==> src/rtl/pixel_loader_pkg.sv <==
// Shared widths, channel positions and FSM encoding for the pixel loader.
package pixel_pkg;
  localparam int PIXEL_W = 24;
  localparam int CH_W    = 8;
  localparam int R_LSB   = 16;
  localparam int G_LSB   = 8;
  localparam int B_LSB   = 0;

  typedef enum logic [1:0] {
    IDLE  = 2'b00,
    LOAD  = 2'b01,
    CHECK = 2'b10,
    DONE  = 2'b11
  } state_e;
endpackage

==> src/rtl/pixel_loader_if.sv <==
// Byte-in / pixel-RAM-out bundle; master is the UART/controller side, slave the loader.
interface pixel_loader_if #(parameter int ADDR_BITS = 10);
  import pixel_pkg::*;
  logic                 start;
  logic [CH_W-1:0]      rx_data;
  logic                 rx_valid;
  logic                 mem_we;
  logic [ADDR_BITS-1:0] mem_addr;
  logic [PIXEL_W-1:0]   mem_di;
  logic                 busy;
  logic                 done;
  logic [ADDR_BITS:0]   pix_count;
  logic                 chk_err;

  modport master (
    output start, rx_data, rx_valid,
    input  mem_we, mem_addr, mem_di, busy, done, pix_count, chk_err
  );
  modport slave (
    input  start, rx_data, rx_valid,
    output mem_we, mem_addr, mem_di, busy, done, pix_count, chk_err
  );
endinterface

==> src/rtl/pixel_loader_rgb_packer.sv <==
// Packs R,G,B bytes into one 24-bit word; word_valid_o pulses the cycle after the B byte.
module rgb_packer
  import pixel_pkg::*;
(
  input  logic               clk,
  input  logic               reset,
  input  logic               clr_i,
  input  logic               en_i,
  input  logic [CH_W-1:0]    byte_i,
  output logic [PIXEL_W-1:0] word_o,
  output logic               word_valid_o
);
  logic [1:0]         idx_q, idx_d;
  logic [CH_W-1:0]    r_q, r_d, g_q, g_d;
  logic [PIXEL_W-1:0] word_q, word_d;
  logic               vld_q, vld_d;

  always_comb begin
    idx_d  = idx_q;
    r_d    = r_q;
    g_d    = g_q;
    word_d = word_q;
    vld_d  = 1'b0;
    if (clr_i) begin
      idx_d = 2'd0;
    end else if (en_i) begin
      case (idx_q)
        2'd0: begin r_d = byte_i; idx_d = 2'd1; end
        2'd1: begin g_d = byte_i; idx_d = 2'd2; end
        default: begin
          word_d[R_LSB +: CH_W] = r_q;
          word_d[G_LSB +: CH_W] = g_q;
          word_d[B_LSB +: CH_W] = byte_i;
          vld_d = 1'b1;
          idx_d = 2'd0;
        end
      endcase
    end
  end

  always_ff @(posedge clk or posedge reset) begin
    if (reset) begin
      idx_q  <= '0;
      r_q    <= '0;
      g_q    <= '0;
      word_q <= '0;
      vld_q  <= 1'b0;
    end else begin
      idx_q  <= idx_d;
      r_q    <= r_d;
      g_q    <= g_d;
      word_q <= word_d;
      vld_q  <= vld_d;
    end
  end

  assign word_o       = word_q;
  assign word_valid_o = vld_q;
endmodule

==> src/rtl/pixel_loader.sv <==
// Loads a UART byte stream as RGB pixels into the source pixel RAM.
// Optional trailing XOR checksum byte under PIXEL_LOADER_CHKSUM_EN.
module pixel_loader
  import pixel_pkg::*;
#(
  parameter int ADDR_BITS  = 10,
  parameter int NUM_PIXELS = 1024
) (
  input  logic           clk,
  input  logic           reset,
  pixel_loader_if.slave  bus
);
  localparam logic [ADDR_BITS:0] LAST_CNT = (ADDR_BITS+1)'(NUM_PIXELS-1);

  state_e               state_q, state_d;
  logic [ADDR_BITS-1:0] addr_q, addr_d;
  logic [ADDR_BITS:0]   cnt_q, cnt_d;
  logic                 busy_q, busy_d, done_q, done_d;
  logic                 pk_we, accept, last_pix;
  logic [PIXEL_W-1:0]   pk_word;

  assign last_pix = (cnt_q == LAST_CNT);
  // Bytes arriving while the final pixel is being written belong to no pixel.
  assign accept = (state_q == LOAD) && bus.rx_valid && !bus.start && !(pk_we && last_pix);

  rgb_packer u_packer (
    .clk          (clk),
    .reset        (reset),
    .clr_i        (bus.start),
    .en_i         (accept),
    .byte_i       (bus.rx_data),
    .word_o       (pk_word),
    .word_valid_o (pk_we)
  );

`ifdef PIXEL_LOADER_CHKSUM_EN
  logic [CH_W-1:0] xor_q, xor_d;
  logic            chk_err_q, chk_err_d;
`endif

  always_comb begin
    state_d = state_q;
    addr_d  = addr_q;
    cnt_d   = cnt_q;
`ifdef PIXEL_LOADER_CHKSUM_EN
    xor_d     = xor_q;
    chk_err_d = chk_err_q;
`endif
    if (bus.start) begin
      state_d = LOAD;
      addr_d  = '0;
      cnt_d   = '0;
`ifdef PIXEL_LOADER_CHKSUM_EN
      xor_d     = '0;
      chk_err_d = 1'b0;
`endif
    end else begin
      case (state_q)
        LOAD: begin
`ifdef PIXEL_LOADER_CHKSUM_EN
          if (accept) xor_d = xor_q ^ bus.rx_data;
`endif
          if (pk_we) begin
            cnt_d = cnt_q + (ADDR_BITS+1)'(1);
            if (last_pix) begin
              addr_d = '0;
`ifdef PIXEL_LOADER_CHKSUM_EN
              state_d = CHECK;
`else
              state_d = DONE;
`endif
            end else begin
              addr_d = addr_q + ADDR_BITS'(1);
            end
          end
        end
`ifdef PIXEL_LOADER_CHKSUM_EN
        CHECK: begin
          if (bus.rx_valid) begin
            chk_err_d = (bus.rx_data != xor_q);
            state_d   = DONE;
          end
        end
`endif
        default: ;
      endcase
    end
    busy_d = (state_d == LOAD) || (state_d == CHECK);
    done_d = (state_d == DONE);
  end

  always_ff @(posedge clk or posedge reset) begin
    if (reset) begin
      state_q <= IDLE;
      addr_q  <= '0;
      cnt_q   <= '0;
      busy_q  <= 1'b0;
      done_q  <= 1'b0;
    end else begin
      state_q <= state_d;
      addr_q  <= addr_d;
      cnt_q   <= cnt_d;
      busy_q  <= busy_d;
      done_q  <= done_d;
    end
  end

`ifdef PIXEL_LOADER_CHKSUM_EN
  always_ff @(posedge clk or posedge reset) begin
    if (reset) begin
      xor_q     <= '0;
      chk_err_q <= 1'b0;
    end else begin
      xor_q     <= xor_d;
      chk_err_q <= chk_err_d;
    end
  end
  assign bus.chk_err = chk_err_q;
`else
  assign bus.chk_err = 1'b0;
`endif

  assign bus.mem_we    = pk_we;
  assign bus.mem_di    = pk_word;
  assign bus.mem_addr  = addr_q;
  assign bus.pix_count = cnt_q;
  assign bus.busy      = busy_q;
  assign bus.done      = done_q;
endmodule

==> src/flat_wrapper.sv <==
// flat-port wrapper written by rule: the top's interface ports become plain ports
module pixel_loader_flat import pixel_pkg::*;
#(
  parameter int ADDR_BITS  = 10,
  parameter int NUM_PIXELS = 1024
)
  (clk, reset, bus_start, bus_rx_data, bus_rx_valid, bus_mem_we, bus_mem_addr, bus_mem_di, bus_busy, bus_done, bus_pix_count, bus_chk_err);
  pixel_loader_if #(.ADDR_BITS(ADDR_BITS)) bus_i ();
  input  logic clk;
  input  logic reset;
  input wire logic [$bits(bus_i.start)-1:0] bus_start;
  input wire logic [$bits(bus_i.rx_data)-1:0] bus_rx_data;
  input wire logic [$bits(bus_i.rx_valid)-1:0] bus_rx_valid;
  output wire logic [$bits(bus_i.mem_we)-1:0] bus_mem_we;
  output wire logic [$bits(bus_i.mem_addr)-1:0] bus_mem_addr;
  output wire logic [$bits(bus_i.mem_di)-1:0] bus_mem_di;
  output wire logic [$bits(bus_i.busy)-1:0] bus_busy;
  output wire logic [$bits(bus_i.done)-1:0] bus_done;
  output wire logic [$bits(bus_i.pix_count)-1:0] bus_pix_count;
  output wire logic [$bits(bus_i.chk_err)-1:0] bus_chk_err;
  assign bus_i.start = bus_start;
  assign bus_i.rx_data = bus_rx_data;
  assign bus_i.rx_valid = bus_rx_valid;
  assign bus_mem_we = bus_i.mem_we;
  assign bus_mem_addr = bus_i.mem_addr;
  assign bus_mem_di = bus_i.mem_di;
  assign bus_busy = bus_i.busy;
  assign bus_done = bus_i.done;
  assign bus_pix_count = bus_i.pix_count;
  assign bus_chk_err = bus_i.chk_err;
  pixel_loader #(.ADDR_BITS(ADDR_BITS), .NUM_PIXELS(NUM_PIXELS)) u_core (.clk(clk), .reset(reset), .bus(bus_i));
endmodule
==> config.mk <==
export PLATFORM = sky130hd
export DESIGN_NAME = pixel_loader_flat
export DESIGN_NICKNAME = d
export VERILOG_FILES = /design/src/rtl/pixel_loader_pkg.sv /design/src/rtl/pixel_loader_if.sv /design/src/rtl/pixel_loader_rgb_packer.sv /design/src/rtl/pixel_loader.sv /design/src/flat_wrapper.sv
export SDC_FILE = /design/constraint.sdc
export NUM_CORES = 1
export LEC_CHECK = 0
export CAP_MARGIN = 20
export CORE_MARGIN = 4
export CORE_UTILIZATION = 55
export DETAILED_ROUTE_END_ITERATION = 8
export GPL_TIMING_DRIVEN = 0
export PLACE_DENSITY = 0.86
export SYNTH_ARGS = -nofsm -noshare
export SYNTH_HDL_FRONTEND = slang
export SYNTH_SLANG_ARGS = --single-unit
==> constraint.sdc <==
create_clock -name clk -period 6.4 [get_ports clk]
set_input_delay 0.96 -clock clk [delete_from_list [all_inputs] [get_ports clk]]
set_output_delay 0.96 -clock clk [all_outputs]
set_load 0.01 [all_outputs]
======== After elaboration in Yosys (flattened, before gate mapping) ========
Index checks and enable logic that the tools add are counted.
storage, ports and cells
  bits in registers ....................... 68
  logic and storage cells ................. 53
  output and inout bits ................... 49
operators by class
  reduce and logical (&&, ||, !) cells .... 16
  multiplexer cells ....................... 17
  eq/ne operators ......................... 6
  bitwise operators ....................... 2
  add/subtract/negate cells ............... 2
operators by type and width
  operator               number
  $mux 10                4
  $mux 11                3
  $mux 2                 6
  $add 11x1->11 const B  1
  $eq 11x10->1 const B   1
  $add 10x1->10 const B  1
  $reduce_and 3->1       3
  $eq 2x1->1 const B     3
  $reduce_bool 2->1      3
  $eq 2x2->1 const B     2
  $logic_and 1x1->1      4
  $pmux 2 s2             1
  $mux 1                 3
  $logic_not 1->1        2
  $logic_not 2->1        1
  $not 1->1              2
  $reduce_and 2->1       1
  $reduce_or 2->1        1
  $logic_or 1x1->1       1

======== Depth between registers and ports, before layout ========
  depth after elaboration ................. 7
  mapped depth ............................ 7

======== Cells and area by module ========
From an unflattened synthesis, not the netlist that was laid out.
unflattened totals
  cell total of the unflattened synthesis .. 227
  area, all modules ....................... 2,937.8 sq um
by module, submodules not included
  module        cells an instance  area an instance (sq um)  times used
  rgb_packer    97                 1,639.1                   1
  pixel_loader  130                1,298.7                   1

======== Least setup slack after synthesis ========
Ideal clock, no wire load.
  kind .................................... input to register
  start point ............................. in bus_start
  end point ............................... reg u_core.u_packer.word_q[10], in the netlist u_core.u_packer.word_o[10]
  stages on the path ...................... 4
  setup time .............................. 0.125 ns
  arrival time ............................ 2.302 ns
  required time ........................... 6.275 ns
  setup slack ............................. 3.973 ns
  path through ............................ nand4bb_1 nor3b_4 buf_12 mux2_4
on the way
  longest elaborated chain between the ends .. 4
ends and longest elaborated chain
  element                         RTL line                       RTL
  start, declared                 flat_wrapper.sv:11             input wire logic [$bits(bus_i.start)-1:0] bus_start;
  $logic_not 1->1                 pixel_loader.sv:24             assign accept = (state_q == LOAD) && bus.rx_valid && !bus.start && !(pk_we && last_pix);
  $logic_and 1x1->1 (2 in a row)  pixel_loader.sv:24
  $reduce_and 3->1 (no line) *    --
  end signal, assigned            pixel_loader_rgb_packer.sv:52  word_q <= word_d;
  end, declared                   pixel_loader_rgb_packer.sv:15  logic [PIXEL_W-1:0] word_q, word_d;
Every way passes the cells marked *; elsewhere a longest branch is shown, timed or not.
A chain may end at the register's enable or synchronous reset.

======== Final worst setup path ========
  start point ............................. in bus_start
  end point ............................... reg u_core.u_packer.r_q[5]
on the way
  longest elaborated chain between the ends .. 4
ends and longest elaborated chain
  element                         RTL line                       RTL
  $logic_not 1->1                 pixel_loader.sv:24
  $logic_and 1x1->1 (2 in a row)  pixel_loader.sv:24
  $reduce_and 3->1 (no line) *    --
  end signal, assigned            pixel_loader_rgb_packer.sv:50  r_q <= r_d;
  end, declared                   pixel_loader_rgb_packer.sv:14  logic [CH_W-1:0] r_q, r_d, g_q, g_d;
Marked as above.

==> run metrics <==
Max Slew Vio Count 0; initial antenna violation count 0; total CTS buffers 9; vias in the first global route roughly 2000; Crit Path Category input port to register; required time worst endpoint between 6 and 7 ns; LEAKAGE approximately 1.7 nW; max_slew headroom 50.9%; max incr delay on CP 0.75 ns; first-pass GRT wire length between 10 and 15 mm; Starting Density between 50% and 60%; Post-synth top cells dfrtp_1 (68), mux2_2 (21), nor2_1 (21), mux2_4 (19), xor2_1 (12); Hold WS 0.505 ns; ratio of final minimum period to clock period 44.6%; Placement Setup Slack 3.24 ns; GRT Total Usage approximately 22%; RSZ-0062 raised after global routing false; delay-heaviest family, CP simple AND/OR/NAND/NOR gates; pwr dens 299 mW/mm²; total power 0.00118 W; Die H 82.0 µm; Critical Path End Type register; clk_lat worst skew 0.34 ns; Pre-antenna DRT Iters 4; Async SR Flop Fraction 100%; diodes inserted 0; fin nets ~300; crit path max-delay cell type nor4_4; Mapped Area 0.00301 mm²; Final setup viols 0; Layout area overhead 31.2%; worst-path maximum fanout 9; fmax 350 MHz; top cell type by total area after synthesis dfrtp_1; placed cell count 348; post-CTS setup buffer count 0; Vias/cell 5.49; Initial DRC Count 65; Vias 1997; clock sink count 68; Post-Layout Cell Count 364; Worst Path Arrival 3.07 ns; count leader, synth dfrtp_1; Top FF cell, synth dfrtp_1; Period minus WS final 2.85 ns; Slew @ Worst Pin approximately 0.73 ns; Synth cell types 43; crit-path cells clkdlybuf4s50_1, nand4bb_1, nor4_4, mux2_2; Layout Skew 0.00954 ns; top cells by area, synth dfrtp_1 (57%), mux2_4 (9.5%), mux2_2 (7.9%); full die area 0.00672 mm²; routed wire length per instance ~18 µm; Post-synth EDFFs 0; DRC Markers 0; placer congestion estimate 0.784; Fin. Hold Viols 0; CTS tree built; Worst Hold Class register to register; Total Wirelength between 6 and 7 mm; Synth Register Bits just under 70; Routed Antenna Nets 0; Core Footprint 0.00520 mm²; largest net degree at the start of global routing 39; Syn. warnings 0; Avg Cell Area, Syn 13.8 µm²; Worst Path Buf+Inv 1; Worst-path clk slew 0.07 ns; I/O pin count 61; Worst Setup Start Kind input port; Max Cap Viol 0; total grt overflow 0; # hold bufs at CTS 0; share of cells above drive strength 1 23.5%; Max clock buf depth 2; die width approximately 80 µm; peak supply drop 199 µV; final worst slack roughly 3.5 ns; Gate Count Post-Synth 218; syn_nets 233; port buffer count just under 60; # resized after CTS 0; register area share after synthesis 56.5%; root buffer cell clkbuf_8; H-tree depth 3; HPWL after detailed placement 4.29 mm; Rows 26; Synth top area share 56.5%; Fin Setup TNS 0 ns; outcome finished clean
==> registers in the layout (all words and copies together), names as in the netlist <==
name                          count
u_core.bus.mem_addr              10
u_core.u_packer.g_q               8
u_core.bus.done                   1
u_core.u_packer.idx_q             2
u_core.bus.busy                   1
u_core.u_packer.r_q               8
u_core.state_q                    2
u_core.u_packer.word_o           24
u_core.bus.pix_count             11
u_core.u_packer.word_valid_o      1
==> power by group <==
group	leakage, nW	switching (W)	internal (W)
Sequential	0.890	0.0000401	0.000498
Clock	0.120	0.000166	0.000260
Combinational	0.698	0.0000738	0.000142
==> metrics by stage <==
| step | cell area (µm²) | utilization (%) |
|---|---|---|
| 6_report | 3950 | 75.8 |
| 5_1_grt | 3950 | 75.8 |
| 4_1_cts | 3950 | 75.8 |
| 3_5_place_dp | 3710 | 71.2 |
| 3_3_place_gp | 3690 | 70.8 |
| 2_1_floorplan | 3010 | - |
==> worst paths after layout <==
path                                                                to  cells past startpoint  slack, ns                           startpoint
max in group asynchronous       u_core.u_packer.word_o[21]$_DFFE_PP0P_                      3       4.73                                reset
worst max-delay path                u_core.u_packer.r_q[5]$_DFFE_PP0P_                      4       3.55                            bus_start
worst min-delay path            u_core.u_packer.word_o[16]$_DFFE_PP0P_                      1       0.51   u_core.u_packer.r_q[0]$_DFFE_PP0P_
min in group asynchronous        u_core.u_packer.word_o[2]$_DFFE_PP0P_                      2       1.04                                reset
worst max register to register   u_core.u_packer.word_o[1]$_DFFE_PP0P_                      7       4.02  u_core.bus.pix_count[0]$_DFFE_PP0P_
worst min register to register  u_core.u_packer.word_o[16]$_DFFE_PP0P_                      1       0.51   u_core.u_packer.r_q[0]$_DFFE_PP0P_
==> cell type report <==
cell class              instances  area, µm²
flip-flops and latches         68       1700
fillers                       351       1260
multi-input cells             140       1230
repair buffers                 60        611
clock buffers                  10        128
clock inverters                 6        113
well taps                      70       87.6
plain buffers                   9       77.6
inverters                       1       3.75
==> layout by cell type (no fill, tap or decap), drive strengths merged, types with 2 or more instances in the layout <==
master	instances
nand2b	3
a21oi	4
buf	7
xnor2	3
nand2	5
and3b	2
dfrtp	68
clkbuf	13
nor4	3
ha	3
o21ai	3
o2111ai	2
o21bai	3
nand4	7
clkinv	3
o211ai	5
bufinv	3
nor2	21
and3	5
clkdlybuf4s50	59
xor2	12
mux2	40
and4	5
==> per-layer routing <==
layer	track usage [%]	part of all wire, %
met1	29.1	45
met2	33.9	49
met3	6.36	4.1
met4	8.14	1.5
met5	0	0
==> cells by family after synthesis <==
family                   share of synthesized area, %
XOR/XNOR                                         4.37
buffers and inverters                            2.70
multiplexers                                     17.3
other                                           0.125
adder cells (fa/ha/maj)                          1.25
AND/OR/NAND/NOR                                  12.8
flip-flops                                       56.5
AO/OA/AOI/OAI                                    4.82
==> worst reg2reg max path: cells and delay by family (launching register included) <==
family	cells	cell delay, ns
flip-flops	1	0.44
AND/OR/NAND/NOR	3	0.92
buffers and inverters	2	0.35
multiplexers	1	0.31
adder cells (fa/ha/maj)	1	0.25
Note: power is estimated with default switching activity, not from simulation.
==> edit 1: new RTL, same settings <==
The 4 states of `state_e` get a one-hot encoding in 4 bits.
--- a/src/rtl/pixel_loader_pkg.sv
+++ b/src/rtl/pixel_loader_pkg.sv
@@ -6,11 +6,11 @@
   localparam int G_LSB   = 8;
   localparam int B_LSB   = 0;
 
-  typedef enum logic [1:0] {
-    IDLE  = 2'b00,
-    LOAD  = 2'b01,
-    CHECK = 2'b10,
-    DONE  = 2'b11
+  typedef enum logic [3:0] {
+    IDLE  = 4'b0001,
+    LOAD  = 4'b0010,
+    CHECK = 4'b0100,
+    DONE  = 4'b1000
   } state_e;
 endpackage
 
Behaviour: same outputs for any inputs over 10 cycles, from zero or initial values and one cycle with reset high; not proved beyond that.
==> edit 1 against the unedited design <==
Wire length increased by 0.14%. Cell area increased by 1.2%. Area after synthesis increased by 1.7%. Sequential power decreased by 4%. Sequential cell count increased by 2. Critical path depth unchanged. Worst setup slack improved by 310 ps. Power decreased by 5.0%. First-iteration DRC count increased to 2.5 times the old value. Count of clock-buffer cells in the layout unchanged. Largest power group unchanged.
==> edit 1: results (changes against the unedited design) <==
[synth]
synthAdderAreaFrac_pct = 0.817  ; was 1.25%
synth_cell_types = 44  ; was 43
synth_compound_area_share_pct = 9.60  ; was 4.82%
synth_xor_xnor_area_share_pct = 1.72  ; was 4.37%
yosys-mux-area-fraction_pct = 15.1  ; was 17.3%
yosys-top-cells-area = dfrtp_1 (56%), mux2_2 (15%), a21oi_1 (2.8%)  ; was dfrtp_1 (57%), mux2_4 (9.5%), mux2_2 (7.9%)
yosysSeqAreaShare_pct = 57.3  ; was 56.5%
synth_fp_nets = 252  ; was 233
synthTopCellsByCount = dfrtp_1 (69), mux2_2 (41), a21oi_1 (17)  ; was dfrtp_1 (68), mux2_2 (21), nor2_1 (21)

[timing]
fin_worst_skew_ps = 5.94  ; was 9.54 ps
relSlewSlack_pct = 44.0  ; was 50.9%

[cells_and_area]
drive_above_1_share_pct = 22.4  ; was 23.5%
fillers = 343  ; was 351
nets = 321  ; was 304

[grt]
grt_max_degree = 71  ; was 39
grt.met3_usage_pct = 6.83  ; was 6.36%
grt_pass1_vias = 2241  ; was 2048
grt_util_met1_pct = 27.2  ; was 29.1%
met2_usage_pct = 34.4  ; was 33.9%
grt_pass1_wl_um = 10800  ; was 10700 um

[route]
met1Wirelength_um = 2720  ; was 2950 um
drt_iter0_markers = 163  ; was 65
dr_wl_met2_um = 3140  ; was 3180 um
routedWlPerCell_um = 17.0  ; was 17.8 um
wl_met3_um = 528  ; was 266 um
dr_total_vias = 2181  ; was 1997

[power_and_ir_drop]
power_frac_comb_pct = 12.5  ; was 18.3%
pwr-share-seq_pct = 46.3  ; was 45.6%
power.switching_uw = 247  ; was 280 uW
peakVddDrop_uv = 252  ; was 199 uV

[worst_setup_path]
crit_family = compound AO/OA/AOI/OAI gates  ; was simple AND/OR/NAND/NOR gates
slowest_stage = a2111oi_4  ; was nor4_4
rr_endpoint = u_core.u_packer.r_q[6]  ; was u_core.u_packer.word_o[1]
ff2ff_setup_slack_ps = 4100  ; was 4020 ps
critical_path.max_stage_delay_ps = 710  ; was 750 ps
startpoint = bus_rx_valid  ; was bus_start
reg2reg_from = u_core.state_q[3]  ; was u_core.bus.pix_count[0]
rr_worst_depth = 4  ; was 7

[placement]
dp_hpwl_um = 4390  ; was 4290 um
gp_congestion = 0.784  ; about the same
place.port_buffers = 58  ; was 59
place_area_mm2 = 0.00373  ; was 0.00371 mm2

[status]
status = completed  ; unchanged

## edit 1: through the flow
step / setup WS, ps / instances / hold slack, ps / total power, uW / utilization, %
floorplan: 3670 / 238 / 475 / 591 / -
global placement: 2580 / 366 / 484 / 659 / 71.2
detailed placement: 3490 / 366 / 491 / 666 / 71.3
CTS: 3840 / 382 / 509 / 1130 / 76.3
global route: 3800 / 382 / 522 / 1170 / 76.3
finish: 3860 / 382 / 507 / 1120 / 76.3
## edit 1: layout make-up
| class | instances | area, um2 | area share, % |
|---|---|---|---|
| timing repair buffer | 58 | 581 | 14.5 |
| clock buffer | 10 | 128 | 3.20 |
| clock inverter | 6 | 134 | 3.35 |
| tap | 70 | 87.6 | 2.19 |
| buffer | 9 | 52.6 | 1.32 |
| inverter | 4 | 17.5 | 0.439 |
| multi-input combinational | 155 | 1240 | 31.1 |
| sequential | 70 | 1750 | 43.9 |
## edit 1: worst min path at each step
| stage | cells after the start | to | start |
|---|---|---|---|
| 3_3_place_gp | 1 | u_core.u_packer.word_o[10] | u_core.u_packer.g_q[2] |
| 2_1_floorplan | 1 | u_core.u_packer.g_q[0] | u_core.u_packer.g_q[0] |
| 3_5_place_dp | 1 | u_core.u_packer.word_o[13] | u_core.u_packer.g_q[5] |
| 4_1_cts | 1 | u_core.u_packer.r_q[7] | u_core.u_packer.r_q[7] |
| 5_1_grt | 1 | u_core.u_packer.r_q[3] | u_core.u_packer.r_q[3] |
| 6_report | 1 | u_core.u_packer.r_q[7] | u_core.u_packer.r_q[7] |
## edit 1: kinds of logic after synthesis
logic type / count (synthesis)
AO/OA/AOI/OAI: 39
XOR/XNOR: 6
adder cells (fa/ha/maj): 2
buffers and inverters: 13
flip-flops: 70
multiplexers: 41
other: 1
AND/OR/NAND/NOR: 66
==> edit 2: new RTL, same flow settings <==
Made on the original files. `ADDR_BITS` is set to 10 in 3 places; all go to 11.
--- a/src/rtl/pixel_loader_if.sv
+++ b/src/rtl/pixel_loader_if.sv
@@ -1,5 +1,5 @@
 // Byte-in / pixel-RAM-out bundle; master is the UART/controller side, slave the loader.
-interface pixel_loader_if #(parameter int ADDR_BITS = 10);
+interface pixel_loader_if #(parameter int ADDR_BITS = 11);
   import pixel_pkg::*;
   logic                 start;
   logic [CH_W-1:0]      rx_data;
--- a/src/rtl/pixel_loader.sv
+++ b/src/rtl/pixel_loader.sv
@@ -3,7 +3,7 @@
 module pixel_loader
   import pixel_pkg::*;
 #(
-  parameter int ADDR_BITS  = 10,
+  parameter int ADDR_BITS  = 11,
   parameter int NUM_PIXELS = 1024
 ) (
   input  logic           clk,
--- a/src/flat_wrapper.sv
+++ b/src/flat_wrapper.sv
@@ -1,7 +1,7 @@
 // flat-port wrapper written by rule: the top's interface ports become plain ports
 module pixel_loader_flat import pixel_pkg::*;
 #(
-  parameter int ADDR_BITS  = 10,
+  parameter int ADDR_BITS  = 11,
   parameter int NUM_PIXELS = 1024
 )
   (clk, reset, bus_start, bus_rx_data, bus_rx_valid, bus_mem_we, bus_mem_addr, bus_mem_di, bus_busy, bus_done, bus_pix_count, bus_chk_err);
Ports: changed (resized bus_mem_addr and bus_pix_count); port bits go from 61 to 63. No check against the original RTL was run, so the function may have changed too.
==> edit 2 against the unedited design <==
Count of clock-buffer cells in the layout is 1 lower. Power grew 4.1%. Global-route usage shrank 1.7 points. Critical path type unchanged. Worst setup slack worse by 38 ps. First-iteration DRC count increased by 63%. Area after synthesis up 0.83%. Clock skew fell by 3.8 ps. Combinational power is 37% higher. Cell area down 0.63%. Critical endpoint is now u_core.bus.busy. Wire length fell by 5.3%. Sequential cell count is 2 higher.
==> edit 2: results (changes against the unedited design) <==
[worst_setup_path]
worstPathArrival_ps = 3120  ; was 3070 ps
rr_worst_depth = 6  ; was 7
rr_endpoint = u_core.u_packer.word_o[3]  ; was u_core.u_packer.word_o[1]
worstPathMaxFanout = 10  ; was 9
ff2ff_setup_slack_ps = 4360  ; was 4020 ps

[grt]
grt_max_degree = 71  ; was 39
grt.met3_usage_pct = 4.34  ; was 6.36%
grt_util_met1_pct = 26.6  ; was 29.1%
grt_pass1_vias = 2091  ; was 2048
grt_pass1_wl_um = 10100  ; was 10700 um
grt_usage_pct = 20.2  ; was 21.8%

[synth]
synth_cell_types = 40  ; was 43
yosysSeqAreaShare_pct = 57.7  ; was 56.5%
yosys-top-cells-area = dfrtp_1 (58%), mux2_2 (12%), mux2_4 (4.0%)  ; was dfrtp_1 (57%), mux2_4 (9.5%), mux2_2 (7.9%)

[route]
drt_iter0_markers = 106  ; was 65
met1Wirelength_um = 2680  ; was 2950 um
vias_per_cell = 5.55  ; was 5.49
routedWlPerCell_um = 16.2  ; was 17.8 um
wl_met3_um = 263  ; was 266 um

[cells_and_area]
inverters = 2  ; was 1
fillers = 358  ; was 351
clk_share_pct = 4.78  ; was 6.09%
nets = 320  ; was 304

[timing]
fin_worst_skew_ps = 5.73  ; was 9.54 ps

[power_and_ir_drop]
power_frac_comb_pct = 24.1  ; was 18.3%
peakVddDrop_uv = 274  ; was 199 uV
p_clk_share_pct = 27.8  ; was 36.1%
leakage_uw = 0.00170  ; was 0.00171 uW
power.switching_uw = 319  ; was 280 uW

[status]
status = completed  ; unchanged

[placement]
gp_congestion = 0.766  ; was 0.784

## edit 2: kinds of logic (layout without fill, tap and decap cells)
| group | count (synthesis) | after routing | share of synthesized area (%) |
|---|---|---|---|
| DFF | 70 | 70 | 57.7 |
| and+or+nand+nor | 69 | 69 | 12.7 |
| other | 1 | 1 | 0.124 |
| xor gates and xnor gates | 16 | 16 | 4.62 |
| adders and majority gates | 3 | 3 | 1.24 |
| muxes | 40 | 40 | 15.8 |
| AOI/OAI and AO/OA | 21 | 21 | 5.15 |
| buffers and inverters | 13 | 89 | 2.64 |
## edit 2: critical path, stage by stage
cell,delay (ps)
clkdlybuf4s50_1,500
clkbuf_1,360
clkbuf_1,400
buf_1,430
nor2_1,150
ha_1,320
## edit 2: per-stage QoR
| stage | instances | hold slack, ps | worst slack [ps] | area (um2) |
|---|---|---|---|---|
| 5_1_grt | 379 | 518 | 3310 | 3920 |
| 4_1_cts | 379 | 503 | 3500 | 3920 |
| 3_3_place_gp | 364 | 483 | 2550 | 3730 |
| 6_report | 379 | 499 | 3510 | 3920 |
| 2_1_floorplan | 233 | 475 | 3670 | 3030 |
| 3_5_place_dp | 364 | 490 | 3150 | 3730 |
## edit 2: how the worst min path moves through the flow
stage | from | to | slack [ps] | depth (start not counted)
2_1_floorplan | u_core.u_packer.g_q[0] | u_core.u_packer.g_q[0] | 470 | 1
3_3_place_gp | u_core.u_packer.g_q[5] | u_core.u_packer.g_q[5] | 480 | 1
3_5_place_dp | u_core.u_packer.g_q[0] | u_core.u_packer.word_o[8] | 490 | 1
4_1_cts | u_core.u_packer.g_q[0] | u_core.u_packer.word_o[8] | 500 | 1
6_report | u_core.u_packer.g_q[0] | u_core.u_packer.word_o[8] | 500 | 1
5_1_grt | u_core.u_packer.g_q[0] | u_core.u_packer.g_q[0] | 520 | 1
